### config.mk
export PLATFORM = sky130hd
export DESIGN_NAME = note_recorder
export DESIGN_NICKNAME = d
export VERILOG_FILES = /design/src/rtl/note_recorder.sv
export SDC_FILE = /design/constraint.sdc
export NUM_CORES = 1
export LEC_CHECK = 0
export ABC_CLOCK_PERIOD_IN_PS = 6300
export CAP_MARGIN = 20
export CELL_PAD_IN_SITES_DETAIL_PLACEMENT = 1
export CELL_PAD_IN_SITES_GLOBAL_PLACEMENT = 2
export CORE_ASPECT_RATIO = 0.75
export CORE_MARGIN = 10
export CORE_UTILIZATION = 33
export DETAILED_ROUTE_END_ITERATION = 8
export HOLD_SLACK_MARGIN = 0.08
export MAX_ROUTING_LAYER = met4
export PLACE_DENSITY_LB_ADDON = 0.25
export SYNTH_ARGS = -nofsm -noshare
export SYNTH_HDL_FRONTEND = slang
export SYNTH_SLANG_ARGS = --single-unit
### constraint.sdc
create_clock -name clk -period 6.3 [get_ports clk]
set_clock_uncertainty 0.1 [all_clocks]
set_input_delay 1.575 -clock clk [delete_from_list [all_inputs] [get_ports clk]]
set_output_delay 1.575 -clock clk [all_outputs]
set_load 0.1 [all_outputs]
### src/rtl/note_recorder.sv
// note_recorder: captures {t3,t2,t1,t0} into note memory at SLOW_CLK_SPEED notes/s.
// Define NOTE_REC_LOOP_EN to wrap at limit_addr and keep recording until rec_stop.
module note_recorder #(
  parameter logic [31:0] MAIN_CLK_SPEED = 32'd50000000,
  parameter logic [31:0] SLOW_CLK_SPEED = 32'd4
) (
  input  logic        clk,
  input  logic        reset,
  input  logic        rec_start,
  input  logic        rec_stop,
  input  logic [9:0]  base_addr,
  input  logic [9:0]  limit_addr,
  input  logic [3:0]  t0,
  input  logic [3:0]  t1,
  input  logic [3:0]  t2,
  input  logic [3:0]  t3,
  output logic        mem_we,
  output logic [9:0]  mem_addr,
  output logic [15:0] mem_wdata,
  output logic [9:0]  start_addr,
  output logic [9:0]  end_addr,
  output logic        recording,
  output logic        done,
  output logic        full
);
  localparam logic [31:0] DIV = MAIN_CLK_SPEED / SLOW_CLK_SPEED;
  typedef enum logic [1:0] {IDLE, RECORD, DONE} state_t;
  state_t state_q, state_d;
  logic [31:0] div_q, div_d;
  logic [9:0] wp_q, wp_d, limit_q, limit_d, start_q, start_d, end_q, end_d, mem_addr_q, mem_addr_d;
  logic [15:0] mem_wdata_q, mem_wdata_d;
  logic mem_we_q, mem_we_d, recording_q, recording_d, done_q, done_d, full_q, full_d;
  logic tick;
  logic [9:0] wp_inc;
  assign tick = (state_q == RECORD) && (div_q == DIV - 32'd1);
  assign wp_inc = wp_q + 10'd1;
  always_comb begin
    state_d = state_q;
    div_d = div_q;
    wp_d = wp_q;
    limit_d = limit_q;
    start_d = start_q;
    end_d = end_q;
    full_d = full_q;
    mem_we_d = 1'b0;
    mem_addr_d = mem_addr_q;
    mem_wdata_d = mem_wdata_q;
    if (state_q == IDLE) begin
      if (rec_start) begin
        start_d = base_addr;
        wp_d = base_addr;
        limit_d = limit_addr;
        full_d = 1'b0;
        div_d = 32'd0;
        state_d = (base_addr < limit_addr) ? RECORD : DONE;
        end_d = (base_addr < limit_addr) ? end_q : base_addr;
      end
    end else if (state_q == RECORD) begin
      div_d = tick ? 32'd0 : div_q + 32'd1;
      if (tick) begin
        mem_we_d = 1'b1;
        mem_addr_d = wp_q;
        mem_wdata_d = {t3, t2, t1, t0};
        wp_d = wp_inc;
        if (wp_inc == limit_q) begin
          full_d = 1'b1;
`ifdef NOTE_REC_LOOP_EN
          wp_d = start_q;
`else
          state_d = DONE;
          end_d = limit_q;
`endif
        end
      end
      // full implies the range is saturated, so the stop point is the limit
      if (rec_stop) begin
        state_d = DONE;
        end_d = full_d ? limit_q : wp_d;
      end
    end else begin
      state_d = IDLE;
    end
    done_d = (state_d == DONE);
    recording_d = (state_d == RECORD);
  end
  always_ff @(posedge clk) begin
    if (reset) begin
      state_q <= IDLE;
      div_q <= '0;
      wp_q <= '0;
      limit_q <= '0;
      start_q <= '0;
      end_q <= '0;
      full_q <= 1'b0;
      mem_we_q <= 1'b0;
      mem_addr_q <= '0;
      mem_wdata_q <= '0;
      recording_q <= 1'b0;
      done_q <= 1'b0;
    end else begin
      state_q <= state_d;
      div_q <= div_d;
      wp_q <= wp_d;
      limit_q <= limit_d;
      start_q <= start_d;
      end_q <= end_d;
      full_q <= full_d;
      mem_we_q <= mem_we_d;
      mem_addr_q <= mem_addr_d;
      mem_wdata_q <= mem_wdata_d;
      recording_q <= recording_d;
      done_q <= done_d;
    end
  end
  assign mem_we = mem_we_q;
  assign mem_addr = mem_addr_q;
  assign mem_wdata = mem_wdata_q;
  assign start_addr = start_q;
  assign end_addr = end_q;
  assign recording = recording_q;
  assign done = done_q;
  assign full = full_q;
endmodule

# Yosys cells after proc, flatten, opt, wreduce, memory -nomap -nowiden
# Index checks and enable logic that the tools add are counted.
# totals
reg_bits	104
input_bits	40
# op_classes
add_sub_neg	2
order_cmp	1
eq_ne	7
n_mux	31
n_bitwise	2
n_reduce_logical	10
# op_table
cell	count
$mux 32	4
$mux 10	12
$add 32x1->32 const B	1
$eq 32x24->1 const B	1
$mux 2	7
$add 10x1->10 const B	1
$eq 10x10->1	1
$lt 10x10->1	1
$mux 1	8
$reduce_bool 3->1	2
$reduce_and 5->1	1
$eq 2x1->1 const B	2
$ne 2x2->1 const B	2
$reduce_and 2->1	2
$reduce_and 3->1	1
$reduce_or 3->1	1
$eq 2x2->1 const B	1
$logic_not 2->1	1
$not 1->1	2
$reduce_bool 2->1	1
$logic_and 1x1->1	1

# Depth between registers and ports, before layout
# depth
word_depth	10
depth_mapped	13
mapped_depth_nobuf	9

# Least setup slack after synthesis
# Ideal clock, no wire load.
# synth_timing
path_kind	input port to flip-flop
from	input limit_addr[3]
to	register end_q[3] (netlist: end_addr[3])
setup_ns	0.138
t_arrival_ns	3.510
path_slack_ns	2.552
stages	10
path_buffers	1
cell_sequence	inv_1 -> ha_1 -> a2111oi_0 -> o21ai_0 -> a2111oi_0 -> a2bb2oi_1 -> nand2_1 -> clkbuf_1 -> o21bai_1 -> a31oi_1
# synth_via
elab_chain_len	3
# synth_lines
item	line	source
start, declared	12	input logic [9:0] limit_addr,
$lt 10x10->1	56	end_d = (base_addr < limit_addr) ? end_q : base_addr;
$ne 2x2->1 (no line)	n/a	
$reduce_and 5->1 (no line)	n/a	
end signal, assigned	106	end_q <= end_d;
end, declared	30	logic [9:0] wp_q, wp_d, limit_q, limit_d, start_q, start_d, end_q, end_d, mem_addr_q, mem_addr_d;
# Every way passes these cells.
# A chain may end at the register's enable or synchronous reset.

# Worst setup path in the final report
# layout_timing
from	input limit_addr[3]
to	register end_q[2] (netlist: end_addr[2])
# Same word-level chain as after synthesis.

==> results_dict.tcl <==
set metrics [dict create \
    root_buffer "clkbuf_16" \
    hold_ws_ps 360.0 \
    io_pins 90 \
    cts_tree "built" \
    clkLatencyLatePin_ps 360 \
    critical_path_buf_inv_count 2 \
    synth_edf_count 0 \
    cp-end-kind "register" \
    crit_slowest_cell "a2111oi_0" \
    cpPeakStageDelay_ps 610 \
    core_area_um2 15470 \
    post-route-min-period_ps 4712 \
    avgSynthCellArea_um2 7.561 \
    vdd_ir_drop_max_mv 0.1334 \
    nets 803 \
    drt_iter0_markers 251 \
    crit_top_cell "a2111oi_0" \
    dpl.cell_count 945 \
    first_pass_iters 4 \
    ys_warn_count 0 \
    power_leakage_nw 2.206 \
    clkSinkCount 104 \
    fmax_ghz 0.2122 \
    die_w_um 166.0 \
    drc_errors 0 \
    seq_area_um2 2082 \
    crit_cells 10 \
    synthesis.nets 749 \
    first_global_vias 5514 \
    start_util_pct 34.12 \
    dp_hpwl_um 13190 \
    path_class "in2reg" \
    path_clk_slew_ps 80 \
    hold_viol_final 0 \
    final_design_area_no_fill_um2 6549 \
    min_path_cells 2 \
    ys_seq_elements 104 \
    setup_viol 0 \
    syn_area_um2 5278 \
    slew_headroom_pct 30.31 \
    viasPerCell 5.514 \
    critical_path_arrival_ps 4830 \
    fillers 1865 \
    cts.path.max_buffers 2 \
    maxSlewViolCount 0 \
    status "finished clean" \
    antenna_found_initial 0 \
    io_buffers 89 \
    grt.total_usage_pct 17.41 \
    antenna_left 0 \
    diodes 0 \
    critPathMaxFanout 20 \
    cp.required_ps 6420 \
    drv.max_cap_violation_count 0 \
    synth_cell_type_count 57 \
    fp.dieArea_um2 21500 \
    multi_input_area_um2 2917 \
    wl_per_cell_um 19.02 \
    die_h_um 129.5 \
    cpLargestDelayFamily "compound AO/OA/AOI/OAI gates" \
    r2r_cells 9 \
    vias 5304 \
    drive_above_1_share_pct 5.284 \
    grt-ovfl-total 0 \
    ys.flop_type "dfxtp_1" \
    fin_cells 962 \
    start_kind "input port" \
    crit_chain "clkdlybuf4s50_1 > inv_1 > ha_1 > a2111oi_0 > o21ai_0 > a2111oi_0 > a2bb2oi_1 > nand2_1 > o21bai_1 > a31oi_1" \
    grt_pass1_wl_um 29950 \
    async_flop_share_pct 0 \
    cts_setup_buffers 0 \
    min_path_type "reg2reg" \
    placed_area_um2 6245 \
    fin_tns_setup_ps 0 \
    ctsResizeCount 0 \
    cts_made_buffers 9 \
    grt_max_degree 105 \
    syn_to_final_growth_pct 24.09 \
    htree_levels 3 \
    worstMarginPinSlew_ps 1042 \
    rows 39 \
    ys_seq_area_share_pct 39.45 \
    cts_hold_buf 0 \
    place_congestion 0.8762 \
    wl_um 18290 \
    finalCritPeriodShare_pct 74.80 \
    synthCells 698 \
    rsz0062_at_grt "no" \
    p_per_area_nw_per_um2 252.2 \
]
==> path summary, 6_finish.rpt <==
path | slack, ps | startpoint | end
hold / removal | 360 | mem_wdata[8] | mem_wdata[8]
setup / recovery | 1590 | limit_addr[3] | end_addr[2]
setup reg to reg | 2750 | wp_q[0] | end_addr[7]
hold reg to reg | 360 | mem_wdata[8] | mem_wdata[8]
==> report_power, final <==
part | internal (W) | total (W) | switching [W] | leakage (nW)
logic | 0.000118 | 0.000378 | 0.000261 | 1.23
clock network | 0.000280 | 0.000549 | 0.000269 | 0.131
registers | 0.000686 | 0.000725 | 0.0000388 | 0.845
==> tightest hold or removal path, cell delays in order (launching register included) <==
cell and delay [ps]:
dfxtp_1 310, nand2_1 50, a21oi_1 50
==> stage by stage <==
step                      worst slack [ps]  utilization (%)  total power (W)
after floorplan                       2552                -        0.0009924
final                                 1588            42.34         0.001651
after global routing                  1404            42.34         0.001730
after CTS                             1675            42.21         0.001666
after global placement                1671            40.37         0.001103
after detailed placement              1285            40.37         0.001114
==> final cells by class <==
cell class	count	area share, %
Clock buffer	10	3.649
Tap cell	205	3.917
Inverter	15	0.8598
Multi-Input combinational cell	526	44.54
Sequential cell	104	31.79
Timing Repair Buffer	96	14.56
Clock inverter	6	0.6878
==> cells by family after synthesis <==
family / after synthesis / synth area share (%)
flops: 104 / 39.45
xor+xnor: 17 / 2.821
fa+ha+maj: 11 / 2.608
mux: 1 / 0.2134
compound gates: 191 / 22.93
buf+inv: 68 / 5.381
simple gates: 306 / 26.60
==> metal layers <==
layer	wire length, um	up-vias	GRT usage, %
li1	-	2567	-
met1	9210	2601	23.20
met2	7818	121	25.54
met3	1082	15	4.622
met4	180	0	4.522
met5	0	-	-
==> state kept, by name, summed over array words and instances, names as in the netlist <==
| name | cells |
|---|---|
| div_q | 32 |
| mem_wdata | 16 |
| end_addr | 10 |
| limit_q | 10 |
| mem_addr | 10 |
| start_addr | 10 |
| wp_q | 10 |
| state_q | 2 |
| done | 1 |
| full | 1 |
| mem_we | 1 |
| recording | 1 |
==> cell usage in the layout (no fill, tap or decap), types with 2 or more instances in the layout <==
| master | count |
|---|---|
| a41oi_1 | 3 |
| nor2_1 | 62 |
| nand3b_1 | 3 |
| a31oi_1 | 11 |
| nand4_1 | 14 |
| a22oi_1 | 7 |
| a2111oi_0 | 2 |
| a2bb2oi_1 | 4 |
| or3_1 | 6 |
| nand2b_1 | 4 |
| and4_1 | 4 |
| a311oi_1 | 19 |
| o21bai_1 | 3 |
| xor2_1 | 4 |
| a31o_2 | 2 |
| buf_4 | 7 |
| or2_2 | 4 |
| clkbuf_16 | 9 |
| a211oi_1 | 7 |
| and3_1 | 6 |
| inv_1 | 15 |
| nor4_1 | 6 |
| a311oi_2 | 2 |
| xnor2_1 | 13 |
| dfxtp_1 | 104 |
| a21oi_1 | 84 |
| nor2b_1 | 5 |
| nand3_1 | 14 |
| nand2_1 | 150 |
| ha_1 | 11 |
| clkdlybuf4s50_1 | 88 |
| o22ai_1 | 3 |
| clkinvlp_4 | 3 |
| a221oi_1 | 3 |
| clkinv_4 | 2 |
| o21ai_0 | 33 |
| and4b_1 | 2 |
| and2_1 | 7 |
| nor3_1 | 10 |
==> cells in the mapped netlist, drive strengths merged, types with 2 or more instances <==
library cell / count / share of area, %
nor3: 11 / 1.0
o21ba: 2 / 0.38
a21oi: 84 / 8.0
nand4: 14 / 1.7
nand2b: 4 / 0.47
or3: 7 / 0.92
a31oi: 11 / 1.3
nor2b: 5 / 0.59
nor4: 7 / 0.95
o21bai: 3 / 0.43
a2bb2oi: 4 / 0.66
nand3: 14 / 1.3
inv: 15 / 1.1
clkbuf: 43 / 3.1
xor2: 4 / 0.66
o22ai: 3 / 0.36
o21ai: 33 / 3.1
buf: 10 / 1.2
and4b: 2 / 0.38
a2111oi: 3 / 0.85
a311oi: 21 / 3.7
or2: 4 / 0.47
a211oi: 7 / 1.0
a41oi: 3 / 0.50
dfxtp: 104 / 39
a22oi: 7 / 1.0
nor2: 62 / 4.4
and3: 6 / 0.71
and4: 4 / 0.66
ha: 11 / 2.6
and2: 8 / 1.0
a31o: 2 / 0.33
nand3b: 3 / 0.43
xnor2: 13 / 2.2
nand2: 150 / 11
a221oi: 3 / 0.50
No activity file was read; power rests on OpenSTA's default activity.
